==> src/rtl/key_token_pkg.sv <==
// key_token_pkg: command codes, FSM states and operand shifter opcodes for key_token_assembler
package key_token_pkg;
   localparam logic [4:0] CODE_EXE  = 5'b10011;
   localparam logic [4:0] CODE_BKSP = 5'b10101;
   localparam logic [4:0] CODE_CE   = 5'b10110;
   localparam logic [4:0] CODE_CLR  = 5'b10111;
   localparam int P_ERR = 0, P_CLR = 1, P_CE = 2, P_EXE = 3, P_OPV = 4, P_OK = 5;
   typedef enum logic [1:0] {IDLE, ENTRY, OP_PENDING} state_t;
   typedef enum logic [2:0] {SH_HOLD, SH_PUSH, SH_LOAD, SH_CLEAR, SH_BKSP} sh_op_t;
endpackage

==> src/rtl/operand_shifter.sv <==
// operand_shifter: nibble-wide operand register with push, load, clear and backspace
module operand_shifter
   import key_token_pkg::*;
#(
   parameter int N_DIGITS = 4
) (
   input  logic                  clk,
   input  logic                  reset,
   input  sh_op_t                op,
   input  logic [3:0]            digit,
   output logic [4*N_DIGITS-1:0] operand
);
   localparam int W = 4*N_DIGITS;
   always_ff @(posedge clk)
      if (reset) operand <= '0;
      else operand <= op == SH_PUSH  ? (operand << 4) | W'(digit) :
                      op == SH_LOAD  ? W'(digit) :
                      op == SH_CLEAR ? '0 :
                      op == SH_BKSP  ? operand >> 4 : operand;
endmodule

==> src/rtl/key_token_assembler.sv <==
// key_token_assembler: assembles keypad digits and operators into operand/operation tokens
// Optional TOKEN_BACKSPACE_EN turns code 1_0101 into a backspace instead of an operator.
module key_token_assembler
   import key_token_pkg::*;
#(
   parameter int N_DIGITS = 4,
   parameter int DECIMAL  = 1,
   localparam int CW = $clog2(N_DIGITS+1)
) (
   input  logic                  clk,
   input  logic                  reset,
   input  logic [4:0]            val,
   input  logic                  BTNCp,
   output logic [4*N_DIGITS-1:0] operand,
   output logic [CW-1:0]         digit_cnt,
   output logic [4:0]            operation,
   output logic                  ok,
   output logic                  op_valid,
   output logic                  EXE,
   output logic                  CE,
   output logic                  CLR,
   output logic                  err
);
   state_t state, n_state;
   sh_op_t sh_op;
   logic [CW-1:0] n_cnt;
   logic [4:0] n_operation;
   logic [5:0] pulse, n_pulse;
   logic bad_digit, full;
   assign bad_digit = (DECIMAL != 0) && (val[3:0] > 4'd9);
   assign full = (state == ENTRY) && (digit_cnt == CW'(N_DIGITS));
   always_comb begin
      sh_op = SH_HOLD;
      n_cnt = digit_cnt;
      n_state = state;
      n_operation = operation;
      n_pulse = '0;
      if (BTNCp) begin
         if (!val[4]) begin
            if (bad_digit || full) n_pulse[P_ERR] = 1'b1;
            else begin
               sh_op = state == ENTRY ? SH_PUSH : SH_LOAD;
               n_cnt = state == ENTRY ? digit_cnt + CW'(1) : CW'(1);
               n_state = ENTRY;
               n_pulse[P_OK] = 1'b1;
            end
         end else if (val == CODE_EXE) begin
            n_state = IDLE;
            n_pulse[P_EXE] = 1'b1;
         end else if (val == CODE_CE) begin
            sh_op = SH_CLEAR;
            n_cnt = '0;
            n_state = state == ENTRY ? IDLE : state;
            n_pulse[P_CE] = 1'b1;
         end else if (val == CODE_CLR) begin
            sh_op = SH_CLEAR;
            n_cnt = '0;
            n_operation = '0;
            n_state = IDLE;
            n_pulse[P_CLR] = 1'b1;
         end
`ifdef TOKEN_BACKSPACE_EN
         else if (val == CODE_BKSP) begin
            if (state == ENTRY && digit_cnt != '0) begin
               sh_op = SH_BKSP;
               n_cnt = digit_cnt - CW'(1);
               n_state = digit_cnt == CW'(1) ? IDLE : ENTRY;
               n_pulse[P_OK] = 1'b1;
            end else n_pulse[P_ERR] = 1'b1;
         end
`endif
         else begin
            n_operation = val;
            n_state = OP_PENDING;
            n_pulse[P_OPV] = 1'b1;
         end
      end
   end
   always_ff @(posedge clk)
      if (reset) begin
         state <= IDLE;
         digit_cnt <= '0;
         operation <= '0;
         pulse <= '0;
      end else begin
         state <= n_state;
         digit_cnt <= n_cnt;
         operation <= n_operation;
         pulse <= n_pulse;
      end
   assign {ok, op_valid, EXE, CE, CLR, err} = pulse;
   operand_shifter #(.N_DIGITS(N_DIGITS)) u_shifter (
      .clk    (clk),
      .reset  (reset),
      .op     (sh_op),
      .digit  (val[3:0]),
      .operand(operand)
   );
endmodule

==> config.mk <==
export PLATFORM = sky130hd
export DESIGN_NAME = key_token_assembler
export DESIGN_NICKNAME = d
export VERILOG_FILES = /design/src/rtl/key_token_pkg.sv /design/src/rtl/operand_shifter.sv /design/src/rtl/key_token_assembler.sv
export SDC_FILE = /design/constraint.sdc
export NUM_CORES = 1
export LEC_CHECK = 0
export ABC_AREA = 1
export CAP_MARGIN = 20
export CORE_ASPECT_RATIO = 1.25
export CORE_UTILIZATION = 50
export DETAILED_ROUTE_END_ITERATION = 12
export PLACE_DENSITY_LB_ADDON = 0.25
export SLEW_MARGIN = 10
export SYNTH_ARGS = -nofsm -noshare
export SYNTH_HDL_FRONTEND = slang
export SYNTH_SLANG_ARGS = --single-unit
==> constraint.sdc <==
create_clock -name clk -period 2.8 [get_ports clk]
set_input_delay 0.7 -clock clk [delete_from_list [all_inputs] [get_ports clk]]
set_output_delay 0.7 -clock clk [all_outputs]
set_load 0.02 [all_outputs]
==> results.json, run 1 <==
{
  "power.static_leakage_nw": 0.679,
  "syn_inst": 174,
  "mappedNetlistArea_mm2": 0.00135,
  "area_growth_pct": 33.2,
  "ys_warn_count": 0,
  "grt_max_degree": 20,
  "arrival_ps": 1370,
  "drive_above_1_share": 0.0845,
  "grtUsageTotal": 0.228,
  "drc": 0,
  "peakVddDrop_uv": 393,
  "crit_buf_inv": 1,
  "endpoint_kind": "output port",
  "max_stage_delay_ps": 630,
  "power.density_mw_per_mm2": 521,
  "clockBufferDepth": 2,
  "ctsHoldBuffers": 0,
  "multi_input_area_um2": 607,
  "hold_depth": 2,
  "postRouteAntennaNets": 0,
  "cts_buffers": 5,
  "hp-start": "state[0]",
  "wire_per_inst_um": 12.2,
  "reg2reg_from": "digit_cnt[0]",
  "status": "finished clean",
  "hpwl_mm": 2.21,
  "yosysSeqAreaShare": 0.473,
  "ctsResizeCount": 0,
  "wl_mm": 2.99,
  "drt_iter0_drc": 44,
  "maxCapViolations": 0,
  "slew_viol_final": 0,
  "worstPathCellList": "clkdlybuf4s50_1",
  "die_area_mm2": 0.00292,
  "numPortBuffers": 37,
  "die_h_um": 60.2,
  "whs_ps": 469,
  "finalNetCount": 222,
  "worstMarginPinSlew_ps": 474,
  "cp_max_fo": 5,
  "finalHoldViolations": 0,
  "seqCellArea_um2": 641,
  "fin_skew_ps": 11.0,
  "synth_ff_type": "dfxtp_1",
  "rsz0062_at_grt": "false",
  "setup_viol": 0,
  "cts_tree": "built",
  "rows": 20,
  "grt_pass1_vias": 1197,
  "critical_path_required_ps": 2100,
  "gp_congestion": 0.933,
  "synthArstFlopShare": 0,
  "core-area_mm2": 0.00250,
  "drt-pass1-iter-count": 4,
  "dieWidth_um": 48.5,
  "cts_root_buf": "clkbuf_4",
  "hp-class": "reg -> reg",
  "reg2reg_to": "digit_cnt[2]",
  "io-pin-count": 38,
  "cts.sinks": 32,
  "cpMaxStageDelayCell": "clkdlybuf4s50_1",
  "vias": 1315,
  "finish.utilization": 0.721,
  "period_needed_ps": 2070,
  "syn_nets": 184,
  "post_cts_buffers": 0,
  "min_to": "state[0]",
  "finalCritPeriodShare": 0.738,
  "synthDistinctLibCells": 22,
  "via_per_inst": 5.35,
  "reg2reg_setup_slack_ps": 1070,
  "final.setup.tns_ps": 0,
  "cpLargestDelayFamily": "buffers and inverters",
  "num-fill-cells": 218,
  "diodes": 0,
  "clk_latency_ps": 330,
  "start_util": 0.541,
  "grt_antenna_before_repair": 0,
  "slew_headroom": 0.684,
  "critPathKind": "reg -> out",
  "htree_levels": 2,
  "clk_pin_slew_ps": 90,
  "synth-seq-cells": 32,
  "worst_setup_path_start_kind": "flip-flop",
  "grt_pass1_wl_mm": 5.00,
  "syn_avg_cell_area_um2": 7.78,
  "grt-ovfl-total": 0,
  "fmax_mhz": 484,
  "synth_edf_count": 0,
  "worstRegToRegCells": 11
}
## routing by layer
metal  share of wire  vias up  track usage
met4           0.025        0        0.105
li1                -      661            -
met1            0.37      590        0.227
met3           0.066       10       0.0611
met5               0        -            0
met2            0.54       54        0.445
## flip-flops by register name, summed over array words and instances (netlist names)
register / flops
operation: 5
digit_cnt: 3
state: 2
pulse: 6
u_shifter.operand: 16
## metrics by stage
step / setup WS, ps / area, µm² / power [mW] / std cells
final: 734 / 1800 / 0.939 / 246
after floorplan: 1220 / 1350 / 0.568 / 174
after CTS: 710 / 1800 / 0.947 / 246
after global routing: 632 / 1800 / 0.983 / 246
after global placement: 527 / 1730 / 0.609 / 238
after detailed placement: 430 / 1730 / 0.613 / 238
## where the power goes
| group | switching, mW | internal (mW) |
|---|---|---|
| logic | 0.0791 | 0.0472 |
| clock network | 0.149 | 0.187 |
| registers | 0.00790 | 0.468 |
## logic make-up after synthesis
group	Yosys count	synth area share
AO/OA/AOI/OAI	31	0.122
adder cells (fa/ha/maj)	2	0.0185
buffers and inverters	23	0.0785
flip-flops	32	0.473
AND/OR/NAND/NOR	86	0.308
## final cells by class
type                    count  area share
flip-flops and latches     32       0.355
multi-input cells         119       0.337
repair buffers             38       0.210
inverters                  16      0.0333
clock buffers               6      0.0229
well taps                  33      0.0229
clock inverters             2      0.0194
## worst max path at each step
stage | startpoint | to | cells past startpoint
after floorplan | digit_cnt[0] | digit_cnt[2] | 11
after global placement | val[2] | digit_cnt[2] | 8
after detailed placement | val[2] | digit_cnt[2] | 8
after CTS | digit_cnt[2] | digit_cnt[2] | 1
after global routing | val[2] | digit_cnt[1] | 7
final | digit_cnt[2] | digit_cnt[2] | 1
## synth_stat cells (2+ instances only)
| cell type | count | share of area |
|---|---|---|
| nand3_2 | 3 | 0.022 |
| o21ai_2 | 2 | 0.013 |
| clkbuf_1 | 3 | 0.0083 |
| nor3_1 | 2 | 0.0074 |
| dfxtp_1 | 32 | 0.47 |
| nand4_1 | 16 | 0.074 |
| ha_1 | 2 | 0.018 |
| nand2_4 | 2 | 0.017 |
| a21oi_1 | 26 | 0.096 |
| buf_6 | 2 | 0.017 |
| o21ai_0 | 2 | 0.0074 |
| nand3_1 | 5 | 0.018 |
| inv_1 | 15 | 0.042 |
| nor2_1 | 11 | 0.030 |
| nand2_1 | 44 | 0.12 |
## cell usage in the layout, fill, tap and decap left out, drive strengths merged, types with 2 or more instances in the layout
cell / instances
o21ai: 4
inv: 16
nand4: 16
dfxtp: 32
a21oi: 26
nor2: 12
nand2: 46
clkdlybuf4s50: 37
ha: 2
nor3: 3
nand3: 8
clkbuf: 6
(Power assumes the default switching activity.)
==> run 2: changes to the inputs <==
CORE_UTILIZATION = 42   (was 50)
clock period = 1.69 ns   (was 2.8 ns; I/O delays follow)
==> run 2 against run 1 <==
  * Via count is 4.6% higher
  * Worst setup slack worse by 700 ps
  * Clock power is 20% higher
  * Sequential share of layout area is 2.8 points lower
  * Non-clock buffer count is 16 higher
  * Critical path type unchanged
  * Final cell count is 7.7% higher
  * Design area is 8.8% higher
  * Highest routed layer unchanged
  * Register-to-register slack worse by 900 ps
==> results.json, run 2 (synthesis results as in run 1) <==
{
  "clk_pin_slew_ps": 100,
  "pwr-share-comb": 0.178,
  "cpLargestDelayFamily": "buffers and inverters",
  "finish.utilization": 0.654,
  "rsz0062_at_grt": "false",
  "io-pin-count": 38,
  "ctsHoldBuffers": 0,
  "finalNetCount": 239,
  "worstMarginPinSlew_ps": 268,
  "rows": 22,
  "slew_headroom": 0.821,
  "power.density_mw_per_mm2": 740,
  "fin_area_mm2": 0.00196,
  "cp_max_fo": 1,
  "cp-endpoint": "err",
  "place_area_mm2": 0.00188,
  "critPathKind": "reg -> out",
  "peakVddDrop_uv": 562,
  "drc": 0,
  "cpMaxStageDelayCell": "clkdlybuf4s50_1",
  "arrival_ps": 1230,
  "worstPathCellList": "clkdlybuf4s50_1",
  "path_depth": 1,
  "largest-register": "u_shifter.operand",
  "core-area_mm2": 0.00300,
  "hp-class": "reg -> reg",
  "slew_viol_final": 0,
  "vias": 1376,
  "finalHoldViolations": 0,
  "drt-pass1-iter-count": 4,
  "htree_levels": 2,
  "grt_pass1_wl_mm": 5.42,
  "switching_share": 0.290,
  "crit_start": "pulse[0]",
  "worstRegToRegCells": 10,
  "die_h_um": 65.5,
  "grt_max_degree": 25,
  "cts_buffers": 5,
  "status": "finished clean",
  "numPortBuffers": 37,
  "cts_tree": "built",
  "wire_per_inst_um": 12.8,
  "gp_congestion": 0.835,
  "fmax_mhz": 603,
  "num-fill-cells": 280,
  "reg_top3": "u_shifter.operand (16), pulse (6), operation (5)",
  "via_per_inst": 5.19,
  "maxCapViolations": 0,
  "whs_ps": 466,
  "clkPwrFrac": 0.279,
  "diodes": 0,
  "cts.sinks": 32,
  "layout_commonest_cell": "nand2_1",
  "final_cell_mix": "nand2_1 (43), dfxtp_1 (30), a21oi_1 (25), dlygate4sd2_1 (25), nand4_1 (16)",
  "power_mw": 1.45,
  "clk_latency_ps": 330,
  "worst_setup_path_start_kind": "flip-flop",
  "finalCritPeriodShare": 0.981,
  "pwr-share-seq": 0.544,
  "fin_skew_ps": 5.09,
  "reg2reg_to": "u_shifter.operand[15]",
  "hpwl_mm": 2.42,
  "p_int_mw": 1.03,
  "postRouteAntennaNets": 0,
  "drt_iter0_drc": 34,
  "area_growth_pct": 44.9,
  "setup_viol": 0,
  "wl_mm": 3.39,
  "p_sw_uw": 421,
  "start_util": 0.451,
  "endpoint_kind": "output port",
  "clockBufferDepth": 2,
  "grtUsageTotal": 0.214,
  "reg2reg_setup_slack_ps": 170,
  "largest_reg_flops": 16,
  "power.static_leakage_nw": 0.967,
  "critical_path_required_ps": 1270,
  "die_area_mm2": 0.00346,
  "period_needed_ps": 1660,
  "hp-start": "u_shifter.operand[13]",
  "drive_above_1_share": 0.179,
  "dieWidth_um": 52.8,
  "reg2reg_from": "digit_cnt[0]",
  "grt_antenna_before_repair": 0,
  "crit_buf_inv": 1,
  "grt-ovfl-total": 0,
  "max_stage_delay_ps": 590,
  "cts_root_buf": "clkbuf_4",
  "grt_pass1_vias": 1279
}
## run 2: changes by cell type in the layout (fill, tap and decap cells not counted), moves of 2 or more
cell	previous run	this run
buf_12	0	2
buf_4	1	14
clkdlybuf4s50_1	37	5
nor3_4	0	2
dfxtp_1	32	30
dlymetal6s2s_1	0	7
dlygate4sd2_1	0	25
dfxtp_2	0	2
nand2_2	0	2
## run 2: worst register-to-register path: stages (launching register included)
cell and delay, ps:
dfxtp_2 370, inv_1 70, ha_1 190, nand2_1 60
inv_1 50, nand2_1 110, nand3_2 90, nand2_4 130
buf_4 170, nand4_1 100, a21oi_1 140
## run 2: how the worst min path moves through the flow
stage	end	cells past startpoint
2_1_floorplan	state[0]	2
3_3_place_gp	state[0]	2
3_5_place_dp	u_shifter.operand[13]	2
4_1_cts	u_shifter.operand[13]	2
5_1_grt	u_shifter.operand[12]	2
6_report	u_shifter.operand[13]	2
## run 2: metal layers
layer,part of all wire,up-vias,routed length [µm],track usage
met1,0.42,632,1430,0.236
met5,0,-,0,0
li1,-,693,-,-
met4,0.026,0,87,0.112
met2,0.52,40,1750,0.373
met3,0.037,11,127,0.0440
## run 2: power groups by stage
stage	registers (mW)	clock network (mW)	logic [mW]
floorplan	0.827	0	0.114
global placement	0.805	0	0.244
detailed placement	0.807	0	0.251
CTS	0.789	0.416	0.241
global route	0.793	0.449	0.280
finish	0.790	0.405	0.258
## run 2: repair_timing
item / in CTS / in global routing
gates resized for setup: 25 / 22
cloned: 0 / 1
setup buffers: 0 / 0
setup endpoints to repair: 26 / 27
## run 2: final cells by class
class	instances	area (µm²)	area share
Multi-Input combinational cell	120	654	0.334
Sequential cell	32	643	0.328
Timing Repair Buffer	54	513	0.261
Inverter	16	60.1	0.0306
Tap cell	36	45.0	0.0230
Clock buffer	6	41.3	0.0210
Clock inverter	1	5.00	0.00255
## run 2: through the flow
step | cells | worst slack, ps | TNS, ps
4_1_cts | 264 | -7.15 | -7.15
6_report | 265 | 32.5 | 0
3_5_place_dp | 257 | -348 | -7160
5_1_grt | 265 | 1.40 | 0
2_1_floorplan | 174 | 109 | 0
3_3_place_gp | 257 | -245 | -4950
==> run 3: changes to the inputs <==
CELL_PAD_IN_SITES_DETAIL_PLACEMENT = 1   (was unset)
CELL_PAD_IN_SITES_GLOBAL_PLACEMENT = 2   (was unset)
CORE_UTILIZATION = 23   (was 42)
==> run 3 against run 2 <==
  * The flow now finishes with violations (DRC)
  * Clock skew fell by 0.56 ps
  * Routed wire length grew 25%
  * Critical path depth unchanged
  * Non-clock buffer count grew 6
  * Clock power grew 78%
  * Power up 23%
  * Worst setup slack worse by 1.6 ps
  * Die area grew 79%
  * Critical path type unchanged
  * Critical endpoint is now operand[8]
  * Largest cell class is now registers
==> results.json, run 3 (synthesis results as in run 1) <==
{
  "status": "complete, but fails checks",
  "failed_checks": "DRC",
  "drt_iter0_drc": 68,
  "grt.met1_usage": 0.157,
  "cpLargestDelayFamily": "buffers and inverters",
  "largest-register": "u_shifter.operand",
  "finalHoldViolations": 0,
  "slew_viol_final": 0,
  "switching_share": 0.255,
  "maxCapViolations": 0,
  "critPathKind": "reg -> out",
  "power.static_leakage_nw": 1.06,
  "cpMaxStageDelayCell": "clkdlybuf4s50_1",
  "worstPathCellList": "clkdlybuf4s50_1",
  "post_cts_buffers": 0,
  "grtUsageTotal": 0.141,
  "postRouteAntennaNets": 0,
  "reg2reg_setup_slack_ps": 160,
  "io-pin-count": 38,
  "hp-start": "u_shifter.operand[14]",
  "power.density_mw_per_mm2": 844,
  "slew_headroom": 0.837,
  "hpwl_mm": 3.15,
  "max_stage_delay_ps": 610,
  "htree_levels": 2,
  "place_area_mm2": 0.00194,
  "cts.sinks": 32,
  "pwr-share-seq": 0.445,
  "worstRegToRegCells": 11,
  "area_growth_pct": 55.7,
  "finalNonFillerCells": 299,
  "finalNetCount": 244,
  "final.setup.tns_ps": 0,
  "cp_max_fo": 3,
  "cts_root_buf": "clkbuf_8",
  "layout_commonest_cell": "nand2_1",
  "finalCritPeriodShare": 0.982,
  "reg2reg_from": "digit_cnt[0]",
  "hold_depth": 2,
  "dpl.cell_count": 291,
  "wire_per_inst_um": 14.2,
  "p_sw_uw": 454,
  "via_per_inst": 4.81,
  "use_met2": 0.252,
  "hp-class": "reg -> reg",
  "crit_buf_inv": 1,
  "grtUsageMet3": 0.0345,
  "gr-max-usage-layer": "met2",
  "finish.utilization": 0.380,
  "largest_reg_flops": 16,
  "grt_antenna_before_repair": 0,
  "vias": 1439,
  "grt-ovfl-total": 0,
  "drt-pass1-iter-count": 8,
  "clockBufferDepth": 2,
  "grt_pass1_wl_mm": 6.82,
  "fmax_mhz": 603,
  "cts_tree": "built",
  "p_int_mw": 1.32,
  "clkPwrFrac": 0.404,
  "die_h_um": 87.8,
  "core-area_mm2": 0.00556,
  "fin_skew_ps": 4.54,
  "critical_path_required_ps": 1270,
  "reg2reg_to": "digit_cnt[0]",
  "wl_mm": 4.24,
  "cts_buffers": 5,
  "setup_viol": 0,
  "grt_pass1_vias": 1456,
  "pwr-share-comb": 0.151,
  "final_cell_mix": "nand2_1 (43), dfxtp_1 (30), a21oi_1 (26)",
  "endpoint_kind": "output port",
  "drc": 2,
  "start_util": 0.244,
  "period_needed_ps": 1660,
  "gp_congestion": 0.876,
  "peakVddDrop_uv": 318,
  "worst_setup_path_start_kind": "flip-flop",
  "reg_top3": "u_shifter.operand (16), pulse (6), operation (5)",
  "rows": 30,
  "grt_max_degree": 20,
  "clk_pin_slew_ps": 70,
  "dieWidth_um": 70.6,
  "die_area_mm2": 0.00620,
  "fin_area_mm2": 0.00211,
  "numPortBuffers": 37,
  "drive_above_1_share": 0.187,
  "clk_latency_ps": 280,
  "ctsHoldBuffers": 0,
  "arrival_ps": 1240,
  "min_to": "u_shifter.operand[14]",
  "worstMarginPinSlew_ps": 243,
  "diodes": 0
}
==> run 3: cell count changes in the layout (fill, tap and decap cells not counted), sizes merged <==
cell           change
dlygate4sd2       -16
clkdlybuf4s50      +9
dlymetal6s2s       +7
buf                +6
bufinv             +1
nand2              -1
==> run 3: worst register-to-register path: stages (launching register included) <==
cell	delay, ps
dfxtp_2	350
inv_1	60
ha_1	190
nand2_1	70
inv_1	40
nand2_1	120
nand3_2	100
nand2_4	120
nand2_8	120
inv_1	120
o21ai_0	80
nor2_1	110
==> run 3: area by class of cell <==
class                   instances  area [µm²]
clock buffers                   6        72.6
clock inverters                 2        35.0
fillers                       675        3450
multi-input cells             119         634
well taps                      64        80.1
repair buffers                 60         583
flip-flops and latches         32         643
inverters                      16        60.1
==> run 3: layer usage <==
metal	part of all wire	up-vias
met5	0	-
met4	0.021	0
met3	0.035	7
met2	0.52	31
met1	0.42	703
li1	-	698
==> run 3: worst max-delay path by stage <==
stage,startpoint,endpoint,slack (ps),cells past startpoint
after floorplan,digit_cnt[0],digit_cnt[2],110,11
after global placement,val[1],digit_cnt[2],-230,8
after detailed placement,val[1],operation[3],-330,7
after CTS,u_shifter.operand[11],operand[11],1,1
after global routing,val[0],operation[3],-10,7
final,u_shifter.operand[8],operand[8],30,1
==> run 3: power by group through the flow <==
stage	logic (mW)	clock network (mW)	registers, mW
floorplan	0.114	0	0.827
global placement	0.263	0	0.807
detailed placement	0.269	0	0.807
CTS	0.265	0.737	0.790
global route	0.294	0.783	0.793
finish	0.269	0.719	0.791
==> run 3: stage by stage <==
stage	hold WS, ps	setup slack, ps	total power, mW
after detailed placement	460	-331	1.08
final	467	30.9	1.78
after CTS	469	1.49	1.79
after global routing	486	-10.7	1.87
after floorplan	432	109	0.941
after global placement	446	-231	1.07
==> run 3: what timing repair did <==
| action | in CTS | in global routing |
|---|---|---|
| pin swaps | 1 | 1 |
| setup endpoints to repair | 15 | 30 |
| resized for setup | 10 | 21 |
